`src/rtl/np_update_scheduler_pkg.sv`:
```
// Shared types and constants for the NeoPixel update scheduler.
package np_sched_pkg;
  typedef enum logic [1:0] {IDLE, GO, DRAIN, WAIT} sched_state_t;

  localparam int NP_NUM_PIXELS = 8;
  localparam int PIX_W = $clog2(NP_NUM_PIXELS);
endpackage

```
`src/rtl/np_update_scheduler_rr_arbiter.sv`:
```
// Round-robin arbiter: grants the first requester after ptr, wrapping.
// The grant is gated by en; any reports raw request presence.
module rr_arbiter #(
  parameter int N  = 2,
  parameter int PW = (N > 1) ? $clog2(N) : 1
) (
  input  logic [N-1:0]  req,
  input  logic [PW-1:0] ptr,
  input  logic          en,
  output logic [N-1:0]  grant,
  output logic [PW-1:0] grant_idx,
  output logic          any
);
  logic found;
  int   idx;

  always_comb begin
    grant     = '0;
    grant_idx = '0;
    found     = 1'b0;
    idx       = 0;
    any       = |req;
    for (int k = 1; k <= N; k++) begin
      idx = (int'(ptr) + k) % N;
      if (!found && req[PW'(idx)]) begin
        found     = 1'b1;
        grant_idx = PW'(idx);
      end
    end
    if (en && found) grant[grant_idx] = 1'b1;
  end
endmodule

```
`src/rtl/np_update_scheduler.sv`:
```
// Shares one 8-pixel NeoPixel controller between NUM_REQ requesters, batching
// loads and issuing one go per batch. Optional NPS_AUTO_REFRESH_EN re-sends idle frames.
module np_update_scheduler
  import np_sched_pkg::*;
#(
  parameter int NUM_REQ        = 2,
  parameter int MAX_BATCH      = 8,
  parameter int REFRESH_CYCLES = 50000
) (
  input  logic                            clock,
  input  logic                            reset,
  input  logic [NUM_REQ-1:0]              req_valid,
  input  logic [NUM_REQ-1:0][PIX_W-1:0]   req_pixel,
  input  logic [NUM_REQ-1:0][7:0]         req_red,
  input  logic [NUM_REQ-1:0][7:0]         req_green,
  input  logic [NUM_REQ-1:0][7:0]         req_blue,
  output logic [NUM_REQ-1:0]              req_ack,
  input  logic                            np_ready,
  output logic                            np_load,
  output logic                            np_go,
  output logic [PIX_W-1:0]                np_pixel,
  output logic [7:0]                      np_red,
  output logic [7:0]                      np_green,
  output logic [7:0]                      np_blue,
  output logic                            busy
);
  localparam int PW = (NUM_REQ > 1) ? $clog2(NUM_REQ) : 1;
  localparam int BW = $clog2(MAX_BATCH + 1);
  localparam logic [BW-1:0] BATCH_MAX = BW'(MAX_BATCH);

  if (NUM_REQ < 2 || NUM_REQ > 4 || MAX_BATCH < 1 || REFRESH_CYCLES < 2) begin : g_param_check
    $error("np_update_scheduler: parameter out of range");
  end

  sched_state_t      state_reg, state_next;
  logic [BW-1:0]     batch_cnt_reg;
  logic              dirty_reg;
  logic [PW-1:0]     rr_ptr_reg;
  logic              drain_first_reg;
  logic              load_en;
  logic [NUM_REQ-1:0] grant;
  logic [PW-1:0]     grant_idx;
  logic              any_valid;
  logic              refresh_hit;

  // Reset also gates the grant so every output reads 0 while it is held.
  assign load_en = !reset && (state_reg == IDLE) && np_ready && (batch_cnt_reg < BATCH_MAX);

  rr_arbiter #(.N(NUM_REQ), .PW(PW)) u_arb (
    .req       (req_valid),
    .ptr       (rr_ptr_reg),
    .en        (load_en),
    .grant     (grant),
    .grant_idx (grant_idx),
    .any       (any_valid)
  );

  assign req_ack = grant;
  assign np_load = |grant;

  always_comb begin
    np_pixel = '0;
    np_red   = '0;
    np_green = '0;
    np_blue  = '0;
    for (int i = 0; i < NUM_REQ; i++) begin
      if (grant[i]) begin
        np_pixel = np_pixel | req_pixel[i];
        np_red   = np_red   | req_red[i];
        np_green = np_green | req_green[i];
        np_blue  = np_blue  | req_blue[i];
      end
    end
  end

`ifdef NPS_AUTO_REFRESH_EN
  localparam int RW = $clog2(REFRESH_CYCLES + 1);
  logic [RW-1:0] refresh_cnt_reg;

  assign refresh_hit = np_ready && !any_valid && !dirty_reg &&
                       (refresh_cnt_reg == RW'(REFRESH_CYCLES - 1));

  always_ff @(posedge clock or posedge reset) begin
    if (reset) begin
      refresh_cnt_reg <= '0;
    end else if (state_reg != IDLE || state_next != IDLE || np_load) begin
      refresh_cnt_reg <= '0;
    end else if (!dirty_reg && refresh_cnt_reg != RW'(REFRESH_CYCLES - 1)) begin
      refresh_cnt_reg <= refresh_cnt_reg + 1'b1;
    end
  end
`else
  assign refresh_hit = 1'b0;
`endif

  always_comb begin
    state_next = state_reg;
    np_go      = 1'b0;
    busy       = 1'b0;
    case (state_reg)
      IDLE: begin
        if (!reset && np_ready && !np_load) begin
          if (dirty_reg && (!any_valid || batch_cnt_reg == BATCH_MAX)) state_next = GO;
          else if (refresh_hit) state_next = GO;
        end
      end
      GO: begin
        np_go      = 1'b1;
        busy       = 1'b1;
        state_next = DRAIN;
      end
      DRAIN: begin
        busy = 1'b1;
        // The controller may still show ready right after go; skip that cycle.
        if (!drain_first_reg && !np_ready) state_next = WAIT;
      end
      WAIT: begin
        busy = 1'b1;
        if (np_ready) state_next = IDLE;
      end
      default: state_next = IDLE;
    endcase
  end

  always_ff @(posedge clock or posedge reset) begin
    if (reset) begin
      state_reg       <= IDLE;
      batch_cnt_reg   <= '0;
      dirty_reg       <= 1'b0;
      rr_ptr_reg      <= PW'(NUM_REQ - 1);
      drain_first_reg <= 1'b0;
    end else begin
      state_reg       <= state_next;
      drain_first_reg <= (state_reg == GO);
      if (state_reg == GO) begin
        batch_cnt_reg <= '0;
        dirty_reg     <= 1'b0;
      end else if (np_load) begin
        rr_ptr_reg <= grant_idx;
        dirty_reg  <= 1'b1;
        if (batch_cnt_reg != BATCH_MAX) batch_cnt_reg <= batch_cnt_reg + 1'b1;
      end
    end
  end
endmodule

```
`config.mk`:
```
export PLATFORM = sky130hd
export DESIGN_NAME = np_update_scheduler
export DESIGN_NICKNAME = d
export VERILOG_FILES = /design/src/rtl/np_update_scheduler_pkg.sv /design/src/rtl/np_update_scheduler_rr_arbiter.sv /design/src/rtl/np_update_scheduler.sv
export SDC_FILE = /design/constraint.sdc
export NUM_CORES = 1
export LEC_CHECK = 0
export BUFFER_PORTS_ARGS = -buffer_cell sky130_fd_sc_hd__buf_2
export CORE_AREA = 2 2 56 58
export CTS_CLUSTER_DIAMETER = 60
export DETAILED_ROUTE_END_ITERATION = 8
export DIE_AREA = 0 0 58 60
export GPL_ROUTABILITY_DRIVEN = 0
export PLACE_DENSITY = 0.7
export SETUP_SLACK_MARGIN = 0.2
export SYNTH_ARGS = -nofsm -noshare
export SYNTH_HDL_FRONTEND = slang
export SYNTH_HIERARCHICAL = 1
export SYNTH_SLANG_ARGS = --single-unit
```
`constraint.sdc`:
```
create_clock -name clock -period 2.95 [get_ports clock]
set_input_delay 0.59 -clock clock [delete_from_list [all_inputs] [get_ports clock]]
set_output_delay 0.59 -clock clock [all_outputs]
set_load 0.1 [all_outputs]
```
; Word-level counts from Yosys, hierarchy flattened
; Index checks and enable logic that the tools add are counted.
[totals]
out_inout_bits = 32
word_cells = 84
in_bits = 59
register_bits = 9
[op_classes]
reduce_logical = 26
eq_ne = 9
bitwise = 5
magnitude_cmp = 5
mux = 31
addsub = 3
[ops]
columns = cell, n
row1 = 8-bit two-way mux, 6
row2 = 8-bit OR, 3
row3 = 1-bit two-way mux, 13
row4 = 4-bit two-way mux, 3
row5 = 1-bit logical AND, 10
row6 = 2-bit two-way mux, 5
row7 = 2-bit one-hot mux with 4 select lines, 1
row8 = 1-bit zero test, 6
row9 = "1-bit by 3-bit < comparator with 1-bit output, second input constant", 2
row10 = 3-bit two-way mux, 2
row11 = "4-bit by 1-bit adder with 4-bit output, second input constant", 1
row12 = "2-bit == test, second input constant", 2
row13 = "4-bit == test, second input constant", 1
row14 = "4-bit < comparator, second input constant", 1
row15 = "2-bit by 1-bit != test with 1-bit output, second input constant", 2
row16 = "2-bit != test, second input constant", 2
row17 = "4-bit != test, second input constant", 1
row18 = 2-bit AND reduction, 2
row19 = 4-bit AND reduction, 1
row20 = 2-bit nonzero test, 2
row21 = 2-bit OR reduction, 2
row22 = 3-bit OR, 1
row23 = 3-bit OR reduction, 1
row24 = "1-bit adder, second input constant", 2
row25 = 7 further kinds, 7

; Logic depth before layout (Yosys ltp)
[logic_depth]
depth_word = 18
depth_mapped = 11
ltp_nobuf = 10

; Hierarchy
; The synthesis kept the hierarchy.
[by_module_without_submodules]
columns = module, n_inst, seq_area_each_um2, area_each_um2, cells_each
row1 = np_update_scheduler, 1, 226.5, 797.0, 84
row2 = rr_arbiter, 1, 0.0, 32.5, 4

; Least setup slack after synthesis
; No wires, ideal clock.
[synth_timing]
path_kind = reg-to-output
startpoint = reg state_reg[0]
endpoint = out np_blue[1]
stages_incl_launch_ff = 9
required_time_ns = 2.360
setup_slack_ns = -0.521
n_path_buf = 2
arrival_time_ns = 2.881
cell_sequence = dfrtp_1 inv_1 ha_1 inv_1 nor4b_1 and3b_2 buf_4 clkbuf_1 a22o_1
[synth_via]
elab_cells_between_ends = 9
cone_classes = mux: 3 / bitwise: 1 / reduce/logical: 5
[synth_rtl]
columns = item, line_no
row1 = "start, declared", np_update_scheduler.sv:35  ; sched_state_t state_reg, state_next;
row2 = "start signal, assigned", np_update_scheduler.sv:133  ; state_reg <= state_next;
row3 = 2-bit zero test, np_update_scheduler.sv:47  ; assign load_en = !reset && (state_reg == IDLE) && np_ready && (batch_cnt_reg < BATCH_MAX);
row4 = 1-bit logical AND (3 in series), np_update_scheduler.sv:47
row5 = via load_en, np_update_scheduler.sv:40  ; logic load_en;
row6 = 1-bit logical AND, np_update_scheduler_rr_arbiter.sv:30  ; if (en && found) grant[grant_idx] = 1'b1;
row7 = 2-bit two-way mux, np_update_scheduler_rr_arbiter.sv:30
row8 = via req_ack[1], np_update_scheduler.sv:17  ; output logic [NUM_REQ-1:0] req_ack,
row9 = 8-bit two-way mux, np_update_scheduler.sv:67  ; if (grant[i]) begin
row10 = "end, declared", np_update_scheduler.sv:24  ; output logic [7:0] np_blue,
; The timed path passes the listed nets, and every way through them passes these cells.

; Worst setup path after layout
[layout_timing]
startpoint = reg state_reg[1]
endpoint = out np_load
[layout_via]
elab_chain_cells = 7
[layout_rtl]
columns = item, line_no
row1 = 2-bit zero test, np_update_scheduler.sv:47
row2 = 1-bit logical AND (3 in series), np_update_scheduler.sv:47
row3 = via load_en, np_update_scheduler.sv:40
row4 = 1-bit logical AND, np_update_scheduler_rr_arbiter.sv:30
row5 = 2-bit two-way mux, np_update_scheduler_rr_arbiter.sv:30
row6 = 2-bit OR reduction, np_update_scheduler.sv:59  ; assign np_load = |grant;
row7 = "end, declared", np_update_scheduler.sv:19  ; output logic np_load,
; The timed path passes the listed nets, and every way through them passes these cells.

==> impl_metrics.ini <==
[clocking]
hold_buffers = 0
cts.clk_slew.worst_paths_ps = 70
numCtsBuffers = 3
cts_max_level = 1
clockBufferDepth = 2
clkSinkCount = 9
root_buffer = clkbuf_4
cts_tree = built
clkLatencyLatePin_ps = 270

[sta]
relSlewSlack = 0.675
fin_hold_ws_ps = 318
hold_violations = 0
drv_slew = 0
setup_viol = 0
fin_tns_setup_ps = 0
fin_crit_ps = 2680
skew_ps = 9.86
tightest_slew_ps = 490
fmax_mhz = 373
fin_crit_sh = 0.908
rsz0062_at_grt = no

[die]
die_x_microns = 58
die_y_microns = 60
dieArea_sq_um = 3480
io_pins = 91
initial_utilization = 0.286
core_sq_um = 2900
fp-row-count = 20

[drt]
drc_errors = 0
vias = 1133
avgRoutedWirePerCell_microns = 17.9
ant_nets = 0
drt-initial-drc-count = 20
avgViaCountPerCell = 5.06
dr.pass1.iters = 4
wl_microns = 4020

[synth]
synth_common_cells = a22o_1 (27), inv_1 (9), dfrtp_1 (8), nor2_1 (8), ha_1 (7)
ys.flop_type = dfrtp_1
yosysMostFrequentCell = a22o_1
synth_edf_count = 0
synth_area_per_cell_sq_um = 9.43
synth_area_sq_um = 830
synth_top_area_frac = 0.285
synthCells = 88
async_flop_share = 1.00
yosys.area.top_type = a22o_1
seq_area_frac_synth = 0.273
ys_warn_count = 6
synth_cell_type_count = 29
synth_top_cells_by_area = a22o_1 (29%), dfrtp_1 (24%), ha_1 (11%), inv_1 (4.1%), nor2_1 (3.6%)
synth_nets = 154
ys_ff_latch = 9

[layout]
diodes = 0
nets = 258
largest_register_ff_count = 4
area_growth_pct = 163
fin_area_sq_um = 2180
drive_gt1_frac = 0.775
fillCellCount = 184

[global_route]
overflow = 0
grt_pass1_vias = 1130
track_usage = 0.209
grt_pass1_wl_microns = 5460
antenna_found_initial = 0
grt_max_degree = 16

[worst_setup_path]
critical_path_required_ps = 2360
reg2reg_depth = 10
start_kind = flop
worstSetupEndpointType = primary output
crit_path_end = np_load
r2r_end = state_reg[1]$_DFFE_PP0P_
r2r_setup_slack_ps = 720
crit_arrival_ps = 2090
crit_fanout = 8
r2r-start = state_reg[1]$_DFFE_PP0P_
startpoint = state_reg[1]$_DFFE_PP0P_
critPathKind = flop to primary output

[place]
hpwl_microns = 2860
dpl_cell_area_sq_um = 1970
port_buffers = 90

[hold_path]
holdCritPathClass = input port to asynchronous set/reset pin

[status]
status = complete, no violations

[pwr]
p_per_area_nw_per_um2 = 502
ir_drop_uv = 737
p_leak_nw = 1.10

[flow_run]
drv_cap = 0
cell type report:
class | count | area [sq um] | area share
inverters | 9 | 37.5 | 0.0172
multi-input cells | 64 | 751 | 0.345
clock buffers | 4 | 26.3 | 0.0121
well taps | 33 | 41.3 | 0.0190
flip-flops and latches | 9 | 226 | 0.104
repair buffers | 105 | 1100 | 0.503
routing by layer:
layer,vias up,GRT usage,part of all wire
li1,537,-,-
met1,527,0.223,0.37
met2,65,0.414,0.54
met3,4,0.0498,0.084
met4,0,0.0465,0.011
met5,-,0,0
worst min-delay path by stage:
stage	start	end	slack, ps
6_report	reset	batch_cnt_reg[0]$_DFFE_PP0P_	320
2_1_floorplan	reset	batch_cnt_reg[0]$_DFFE_PP0P_	430
3_3_place_gp	dirty_reg$_DFFE_PP0P_	dirty_reg$_DFFE_PP0P_	500
4_1_cts	reset	batch_cnt_reg[0]$_DFFE_PP0P_	320
3_5_place_dp	dirty_reg$_DFFE_PP0P_	dirty_reg$_DFFE_PP0P_	500
5_1_grt	reset	batch_cnt_reg[1]$_DFFE_PP0P_	360
power breakdown:
part | switching (W) | total, W | internal, W
clock | 0.0000461 | 0.0000983 | 0.0000523
combinational | 0.000480 | 0.000791 | 0.000312
sequential | 0.0000349 | 0.000205 | 0.000170
cells by family (layout without fill, tap and decap cells):
| logic type | after synthesis | in the layout | synth area share |
|---|---|---|---|
| AO/OA/AOI/OAI | 33 | 33 | 0.339 |
| multiplexers | 3 | 3 | 0.0392 |
| flip-flops | 9 | 9 | 0.273 |
| buffers and inverters | 15 | 118 | 0.0814 |
| XOR/XNOR | 3 | 3 | 0.0317 |
| adder cells (fa/ha/maj) | 7 | 7 | 0.106 |
| AND/OR/NAND/NOR | 18 | 18 | 0.130 |
stage by stage:
| stage | power (W) | util | instances | setup slack [ps] |
|---|---|---|---|---|
| finish | 0.00109 | 0.750 | 224 | 272 |
| global route | 0.00115 | 0.750 | 224 | 159 |
| CTS | 0.00103 | 0.712 | 216 | 167 |
| detailed placement | 0.000914 | 0.677 | 208 | 332 |
| global placement | 0.000887 | 0.677 | 208 | 452 |
| floorplan | 0.000707 | - | 88 | 214 |
layout by cell type, fill, tap and decap left out, types with 2 or more instances in the layout:
master and n:
buf_12 31, xor2_1 2, clkbuf_16 2, buf_2 60, inv_2 3, a22o_4 21
inv_1 5, clkbuf_4 3, buf_8 2, dfrtp_1 8, nor2_1 8, a22o_2 6
a21oi_1 2, ha_1 6, buf_4 9
repair_timing:
action,in CTS,in global routing
gates resized for setup,7,4
pin swaps,3,3
buffers inserted,3,6
gates cloned,1,2
endpoints found under the hold margin,0,0
endpoints found under the setup margin,28,29
critical path: stages, from the launching register on:
cell,delay [ps]
dfrtp_1,410
inv_2,90
ha_2,190
inv_2,60
nor4b_4,230
and3b_4,330
buf_12,150
nor2_4,40
clkinvlp_4,120
buf_12,180
(Power assumes the default switching activity.)
